$ cat config.mk
export PLATFORM = sky130hd
export DESIGN_NAME = sdram_arbiter
export DESIGN_NICKNAME = d
export VERILOG_FILES = /design/src/rtl/dnn_arb_pkg.sv /design/src/rtl/arb_tag_fifo.sv /design/src/rtl/sdram_arbiter.sv
export SDC_FILE = /design/constraint.sdc
export NUM_CORES = 1
export LEC_CHECK = 0
export ABC_AREA = 1
export BUFFER_PORTS_ARGS = -buffer_cell sky130_fd_sc_hd__buf_4
export CAP_MARGIN = 10
export CORE_AREA = 2 2 106 108
export CTS_CLUSTER_SIZE = 30
export DETAILED_ROUTE_END_ITERATION = 7
export DIE_AREA = 0 0 108 110
export RECOVER_POWER = 25
export SKIP_LAST_GASP = 1
export SLEW_MARGIN = 5
export SYNTH_ARGS = -nofsm -noshare
export SYNTH_HDL_FRONTEND = slang
export SYNTH_HIERARCHICAL = 1
export SYNTH_SLANG_ARGS = --single-unit
$ cat constraint.sdc
create_clock -name clk -period 7.15 [get_ports clk]
set_input_delay 1.0725 -clock clk [delete_from_list [all_inputs] [get_ports clk]]
set_output_delay 1.0725 -clock clk [all_outputs]
set_load 0.02 [all_outputs]
$ cat src/rtl/dnn_arb_pkg.sv
`default_nettype none
// ============================================================================
// Module      : dnn_arb_pkg
// Description : Shared types and constants for the two-port SDRAM arbiter.
// Revision    : 1.0 - initial release
// ============================================================================
package dnn_arb_pkg;

  // Number of requesters sharing the SDRAM controller.
  localparam int NREQ = 2;

  // Requester identifier; also the tag stored per outstanding read.
  typedef logic [0:0] req_id_t;

  // Arbiter command-phase state.
  typedef enum logic [0:0] {
    IDLE = 1'b0,
    BUSY = 1'b1
  } arb_state_t;

endpackage : dnn_arb_pkg
`default_nettype wire

$ cat src/rtl/arb_tag_fifo.sv
`default_nettype none
// ============================================================================
// Module      : arb_tag_fifo
// Description : 1-bit wide tag FIFO recording which requester owns each
//               outstanding read. Full/empty come from the registered count.
// Revision    : 1.0 - initial release
// ============================================================================
module arb_tag_fifo #(
  parameter int DEPTH = 8
) (
  input  logic clk,
  input  logic rst,
  input  logic push,
  input  logic push_data,
  input  logic pop,
  output logic head,
  output logic full,
  output logic empty
);

  localparam int PW = $clog2(DEPTH);
  localparam logic [PW:0] C_FULL_CNT = (PW+1)'(DEPTH);

  logic [DEPTH-1:0] r_mem;
  logic [PW-1:0]    r_wr_ptr;
  logic [PW-1:0]    r_rd_ptr;
  logic [PW:0]      r_count;
  logic             w_do_push;
  logic             w_do_pop;

  // Flags are derived only from the registered count, so a pop in the same
  // cycle never makes room for a push in that cycle.
  assign full      = (r_count == C_FULL_CNT);
  assign empty     = (r_count == '0);
  assign head      = r_mem[r_rd_ptr];
  assign w_do_push = push & ~full;
  assign w_do_pop  = pop & ~empty;

  // Pointer/count update; pointers wrap naturally since DEPTH is a power of two.
  always_ff @(posedge clk) begin
    if (rst) begin
      r_wr_ptr <= '0;
      r_rd_ptr <= '0;
      r_count  <= '0;
    end else begin
      if (w_do_push) begin
        r_mem[r_wr_ptr] <= push_data;
        r_wr_ptr        <= r_wr_ptr + 1'b1;
      end
      if (w_do_pop) begin
        r_rd_ptr <= r_rd_ptr + 1'b1;
      end
      case ({w_do_push, w_do_pop})
        2'b10:   r_count <= r_count + 1'b1;
        2'b01:   r_count <= r_count - 1'b1;
        default: r_count <= r_count;
      endcase
    end
  end

endmodule : arb_tag_fifo
`default_nettype wire

$ cat src/rtl/sdram_arbiter.sv
`default_nettype none
// ============================================================================
// Module      : sdram_arbiter
// Description : Round-robin arbiter multiplexing two Avalon-MM requesters onto
//               one SDRAM controller port, with in-order read-data routing.
// Revision    : 1.0 - initial release
// ============================================================================
module sdram_arbiter
  import dnn_arb_pkg::*;
#(
  parameter int AW        = 32,
  parameter int DW        = 32,
  parameter int MAX_OUTST = 8
) (
  input  logic                     clk,
  input  logic                     rst,
  input  logic [NREQ-1:0][AW-1:0]  req_address,
  input  logic [NREQ-1:0]          req_read,
  input  logic [NREQ-1:0]          req_write,
  input  logic [NREQ-1:0][DW-1:0]  req_writedata,
  output logic [NREQ-1:0]          req_waitrequest,
  output logic [DW-1:0]            req_readdata,
  output logic [NREQ-1:0]          req_readdatavalid,
  output logic [AW-1:0]            m_address,
  output logic                     m_read,
  output logic                     m_write,
  output logic [DW-1:0]            m_writedata,
  input  logic                     m_waitrequest,
  input  logic [DW-1:0]            m_readdata,
  input  logic                     m_readdatavalid,
  output logic                     rsp_err
);

  arb_state_t      r_state;
  arb_state_t      w_state_nxt;
  req_id_t         r_g;
  req_id_t         r_rr;
  req_id_t         w_grant_sel;
  logic [NREQ-1:0] w_elig;
  logic            w_accept;
  logic            w_push;
  logic            w_pop;
  logic            w_fifo_full;
  logic            w_fifo_empty;
  logic            w_fifo_head;

  // A read needs a free tag slot; a write-only request never does. A request
  // with both read and write set is a read, so it also waits on the FIFO.
  for (genvar i = 0; i < NREQ; i++) begin : g_elig
    assign w_elig[i] = (req_read[i] & ~w_fifo_full) | (req_write[i] & ~req_read[i]);
  end

  assign w_grant_sel  = w_elig[r_rr] ? r_rr : ~r_rr;
  assign w_push       = w_accept & m_read;
  assign w_pop        = m_readdatavalid & ~w_fifo_empty & ~rst;
  assign req_readdata = m_readdata;

  // State register.
  always_ff @(posedge clk) begin
    if (rst) r_state <= IDLE;
    else     r_state <= w_state_nxt;
  end

  // Next state and command-phase outputs; reset forces a quiet command port.
  always_comb begin
    w_state_nxt     = r_state;
    w_accept        = 1'b0;
    m_address       = '0;
    m_writedata     = '0;
    m_read          = 1'b0;
    m_write         = 1'b0;
    req_waitrequest = '1;
    case (r_state)
      IDLE: begin
        if (|w_elig) w_state_nxt = BUSY;
      end
      BUSY: begin
        m_address   = req_address[r_g];
        m_writedata = req_writedata[r_g];
        m_read      = req_read[r_g];
        m_write     = req_write[r_g] & ~req_read[r_g];
        if (!m_waitrequest) begin
          w_accept             = 1'b1;
          req_waitrequest[r_g] = 1'b0;
          w_state_nxt          = IDLE;
        end
      end
      default: w_state_nxt = IDLE;
    endcase
    if (rst) begin
      w_state_nxt     = IDLE;
      w_accept        = 1'b0;
      m_address       = '0;
      m_writedata     = '0;
      m_read          = 1'b0;
      m_write         = 1'b0;
      req_waitrequest = '1;
    end
  end

  // Grant is latched on entry to BUSY; the pointer moves past the winner on accept.
  always_ff @(posedge clk) begin
    if (rst) begin
      r_g  <= '0;
      r_rr <= '0;
    end else begin
      if (r_state == IDLE && (|w_elig)) r_g <= w_grant_sel;
      if (w_accept) r_rr <= ~r_g;
    end
  end

  // Route returning read data to the owner of the oldest outstanding tag.
  always_comb begin
    req_readdatavalid = '0;
    if (w_pop) req_readdatavalid[w_fifo_head] = 1'b1;
  end

  // Sticky flag for read data arriving with no read outstanding.
  always_ff @(posedge clk) begin
    if (rst)                                  rsp_err <= 1'b0;
    else if (m_readdatavalid && w_fifo_empty) rsp_err <= 1'b1;
  end

  arb_tag_fifo #(
    .DEPTH (MAX_OUTST)
  ) u_tag_fifo (
    .clk       (clk),
    .rst       (rst),
    .push      (w_push),
    .push_data (r_g[0]),
    .pop       (w_pop),
    .head      (w_fifo_head),
    .full      (w_fifo_full),
    .empty     (w_fifo_empty)
  );

endmodule : sdram_arbiter
`default_nettype wire

# Word-level counts from Yosys, hierarchy flattened
# Index checks and enable logic that the tools add are counted.
# classes
addsub,4
mul,0
div_mod_pow,0
n_lt_le_gt_ge,8
n_eq_ne,3
shifts,0
muxes,39
n_bitwise,22
n_reduce_logical,9
# ops
op,count
two-way mux 32 bit,8
two-way mux 1 bit,20
bitwise AND 1 bit,10
inverter 1 bit,9
bitwise mux 8 bit,1
less-than comparator 3 x 4 -> 1 bit (second input constant),2
two-way mux 2 bit,4
one-hot mux 4 bit (2 select lines),1
adder 3 x 1 -> 3 bit (second input constant),2
less-than comparator 1 x 2 -> 1 bit (second input constant),3
logical AND 1 bit,5
adder 4 x 1 -> 4 bit (second input constant),1
equality test 4 bit (second input constant),1
logical NOT 4 bit,1
subtractor 4 x 1 -> 4 bit (second input constant),1
binary-select mux 1 bit (select 3 bit),1
demux 1 bit (select 3 bit),1
greater-or-equal comparator 3 x 1 -> 1 bit (second input constant),1
demux 1 bit (select 1 bit),2
equality test 2 x 1 -> 1 bit (second input constant),1
equality test 2 bit (second input constant),1
greater-or-equal comparator 1 bit (second input constant),2
inverter 2 bit,1
bitwise OR 1 bit,2
other kinds (4),4
# word_totals
register_bits,22
latch_bits,0
ram_bits,0
rom_bits,0
out_inout_bits,103
word_cells,93
memories,0

# Depth between registers and ports, before layout
# logic_depth
word_depth,8
mapped_depth,17
mapped_depth_nobuf,17

# By module
# The synthesis kept the hierarchy.
# by_module_without_submodules
module,instances,cells_per_inst,area_per_inst_um2,seq_area_each_um2
sdram_arbiter,1,295,1581.5,80.1
arb_tag_fifo,1,123,992.2,440.4

# Worst setup path after synthesis
# Ideal clock, no wire load.
# synth_path
kind,input -> output
start,input rst
end,output m_write
arrival_ns,1.879
t_required_ns,6.077
setup_slack_ns,4.199
path_stages,4
n_path_buf,1
cell_sequence,nor2_4 -> buf_8 -> inv_2 -> nor3_1
# synth_between
elab_chain_len,1
# synth_rtl
item,line,rtl
from (decl),sdram_arbiter.sv:16,"input logic rst,"
two-way mux 1 bit,sdram_arbiter.sv:90,if (rst) begin
to (decl),sdram_arbiter.sv:26,"output logic m_write,"
# Every way passes these cells.

# Final worst setup path
# layout_path
start,input rst
end,output m_writedata[4]
# layout_between
elab_chain_len,1
# layout_rtl
item,line,rtl
two-way mux 32 bit,sdram_arbiter.sv:90,
to (decl),sdram_arbiter.sv:27,"output logic [DW-1:0] m_writedata,"
# Every way passes these cells.

==> reports/metrics.yaml <==
status: "finished clean"
layout-drive-gt1-share: 0.430
gp_congestion: 0.816
final_max_slew_viol_count: 0
grt_pass1_vias: 2983
die-area_um2: 11900
drc: 0
cp_max_fo: 61
fillers: 1163
dp_slack_ns: 3.33
die_x_um: 108
synth_fa_ha_area_frac: 0.0321
clockBufferDepth: 2
grt-ovfl-total: 0
synth-seq-cells: 22
drt_iter0_drc: 140
grt_antenna_before_repair: 0
rows: 38
vias_per_cell: 4.35
ys_warn_count: 6
post_cts_buffers: 0
first_pass_iters: 4
async_reset_ff_frac: 0
io_pins: 271
synth_cell_types: 35
root_buffer: "clkbuf_8"
wl_per_cell_um: 13.6
rsz0062_at_grt: "no"
reg2reg_depth: 13
netlist_instances: 418
area_delta_synth_final_pct: 53.2
max_freq_ghz: 0.261
port_buffers: 206
powerDensity_nw_per_um2: 113
clock_latency_ns: 0.26
cts.clk_slew.worst_paths_ns: 0.09
synth-seq-area-share: 0.202
tritoncts: "built"
start_util: 0.241
grt_pass1_wl_mm: 14.4
die_y_um: 110
htree_num_levels: 1
holdPathStages: 2
peakVddDrop_mv: 0.0608
finalCriticalPeriod_ns: 3.83
timing.setup.tns_ns: 0
detail-route-antenna-nets: 0
grt_max_degree: 79
synth_compound_area_frac: 0.190
cap_viol_max_count: 0
mostFrequentLayoutCells: "204 x buf_4, 150 x nor2_1, 44 x o21ai_0, 31 x nand2_1, 28 x inv_1"
core_area_um2: 10700
final_common_cell: "buf_4"
grtUsageTotal: 0.153
finClkSkew_ns: 0.0120
hold_viol: 0
num-nets-final: 752
synth_fp_nets: 592
synthSimpleGateAreaFrac: 0.359
synth_area_per_cell_um2: 6.16
power_leakage_nw: 2.05
start_kind: "input pin"
tightestPinTransition_ns: 1.14
synth-xor-area-share: 0.00681
layout_worst_path_cycle_share: 0.536
worst_ep_required_time_ns: 6.08
numCtsBuffers: 3
numClockSinks: 22
worstHoldPathType: "register to register"
holdBufCountCts: 0
syn_area_um2: 2570
vias: 3125
wl_mm: 9.76
setup_viol: 0
ys.flop_type: "dfxtp_1"
synth_top_family_by_area: "simple AND/OR/NAND/NOR gates"
arrival_ns: 2.76
place_hpwl_mm: 7.94
cts_resized: 0
worstSetupEndpointType: "output port"
synth_edf_count: 8
max_slew_margin: 0.238
fin_ws_ns: 3.32
muxShareOfSynthArea: 0
critPathKind: "input pin to output port"
## state kept, by name, summed over array words and instances, names as in the netlist
name                 flops
r_rr                     1
rsp_err                  1
u_tag_fifo/r_wr_ptr      3
u_tag_fifo/r_rd_ptr      3
u_tag_fifo/r_mem         8
r_g                      1
r_state                  1
u_tag_fifo/r_count       4
## power by group
group          internal [W]  total [W]  switching, W
logic             0.0000967   0.000207      0.000110
registers          0.000134   0.000138    0.00000397
clock network     0.0000607   0.000101     0.0000406
## routing by layer
metal	vias to the layer above	global-route usage	part of all wire
met5	-	0	0
met4	0	0.0421	0.017
met3	10	0.0300	0.065
met2	112	0.285	0.55
met1	1394	0.177	0.37
li1	1609	-	-
## cell type report
class	instances	area [um^2]	area share
clock buffers	4	66.3	0.0168
multi-input cells	310	1510	0.382
repair buffers	208	1550	0.392
inverters	33	124	0.0314
well taps	140	175	0.0444
flip-flops and latches	22	520	0.132
diodes	1	2.50	0.000635
## Yosys cell counts (2+ instances only)
master | count | area [um^2]
nor2_2 | 11 | 68.8
dfxtp_1 | 14 | 280
clkbuf_2 | 2 | 10.0
o21ai_2 | 10 | 87.6
nand2_1 | 31 | 116
buf_4 | 33 | 248
nand2_2 | 4 | 25.0
inv_1 | 28 | 105
nor2_4 | 2 | 22.5
clkbuf_1 | 5 | 18.8
edfxtp_1 | 8 | 240
nand3_1 | 8 | 40.0
o21ai_0 | 44 | 220
a21oi_2 | 3 | 26.3
buf_2 | 4 | 20.0
a21oi_1 | 7 | 35.0
buf_6 | 5 | 56.3
o21ai_1 | 21 | 105
nand3_2 | 4 | 40.0
ha_1 | 5 | 62.6
nor2_1 | 150 | 563
inv_2 | 4 | 15.0
buf_8 | 3 | 45.0
## cell families (layout without fill, tap and decap cells)
logic type               count (synthesis)  count (layout)
AO/OA/AOI/OAI                           87              87
XOR/XNOR                                 2               2
adder cells (fa/ha/maj)                  6               6
buffers and inverters                   86             245
flip-flops                              22              22
other                                    0               1
AND/OR/NAND/NOR                        215             215
## metrics by stage
step	std cells	cell area [um^2]	hold WS, ns	power, W	utilization
2_1_floorplan	418	2570	0.428	0.000276	-
3_3_place_gp	713	3890	0.464	0.000349	0.364
3_5_place_dp	713	3890	0.470	0.000351	0.364
4_1_cts	717	3960	0.484	0.000454	0.370
5_1_grt	717	3940	0.534	0.000478	0.368
6_report	718	3940	0.479	0.000446	0.369
## worst paths after layout
path | start | end | slack (ns)
setup / recovery | rst | m_writedata[4] | 3.32
hold / removal | r_rr$_SDFFE_PP0P_ | r_rr$_SDFFE_PP0P_ | 0.48
setup reg to reg | r_state$_SDFF_PP0_ | u_tag_fifo/r_count[3]$_SDFFE_PP0P_ | 4.19
hold reg to reg | r_rr$_SDFFE_PP0P_ | r_rr$_SDFFE_PP0P_ | 0.48
## worst max-delay path: stages
cell and delay (ns):
clkbuf_1 0.26, nor2_4 0.28, buf_4 0.54, o21ai_0 0.22, nor2_1 0.20, buf_4 0.17
No activity file was read; power rests on OpenSTA's default activity.
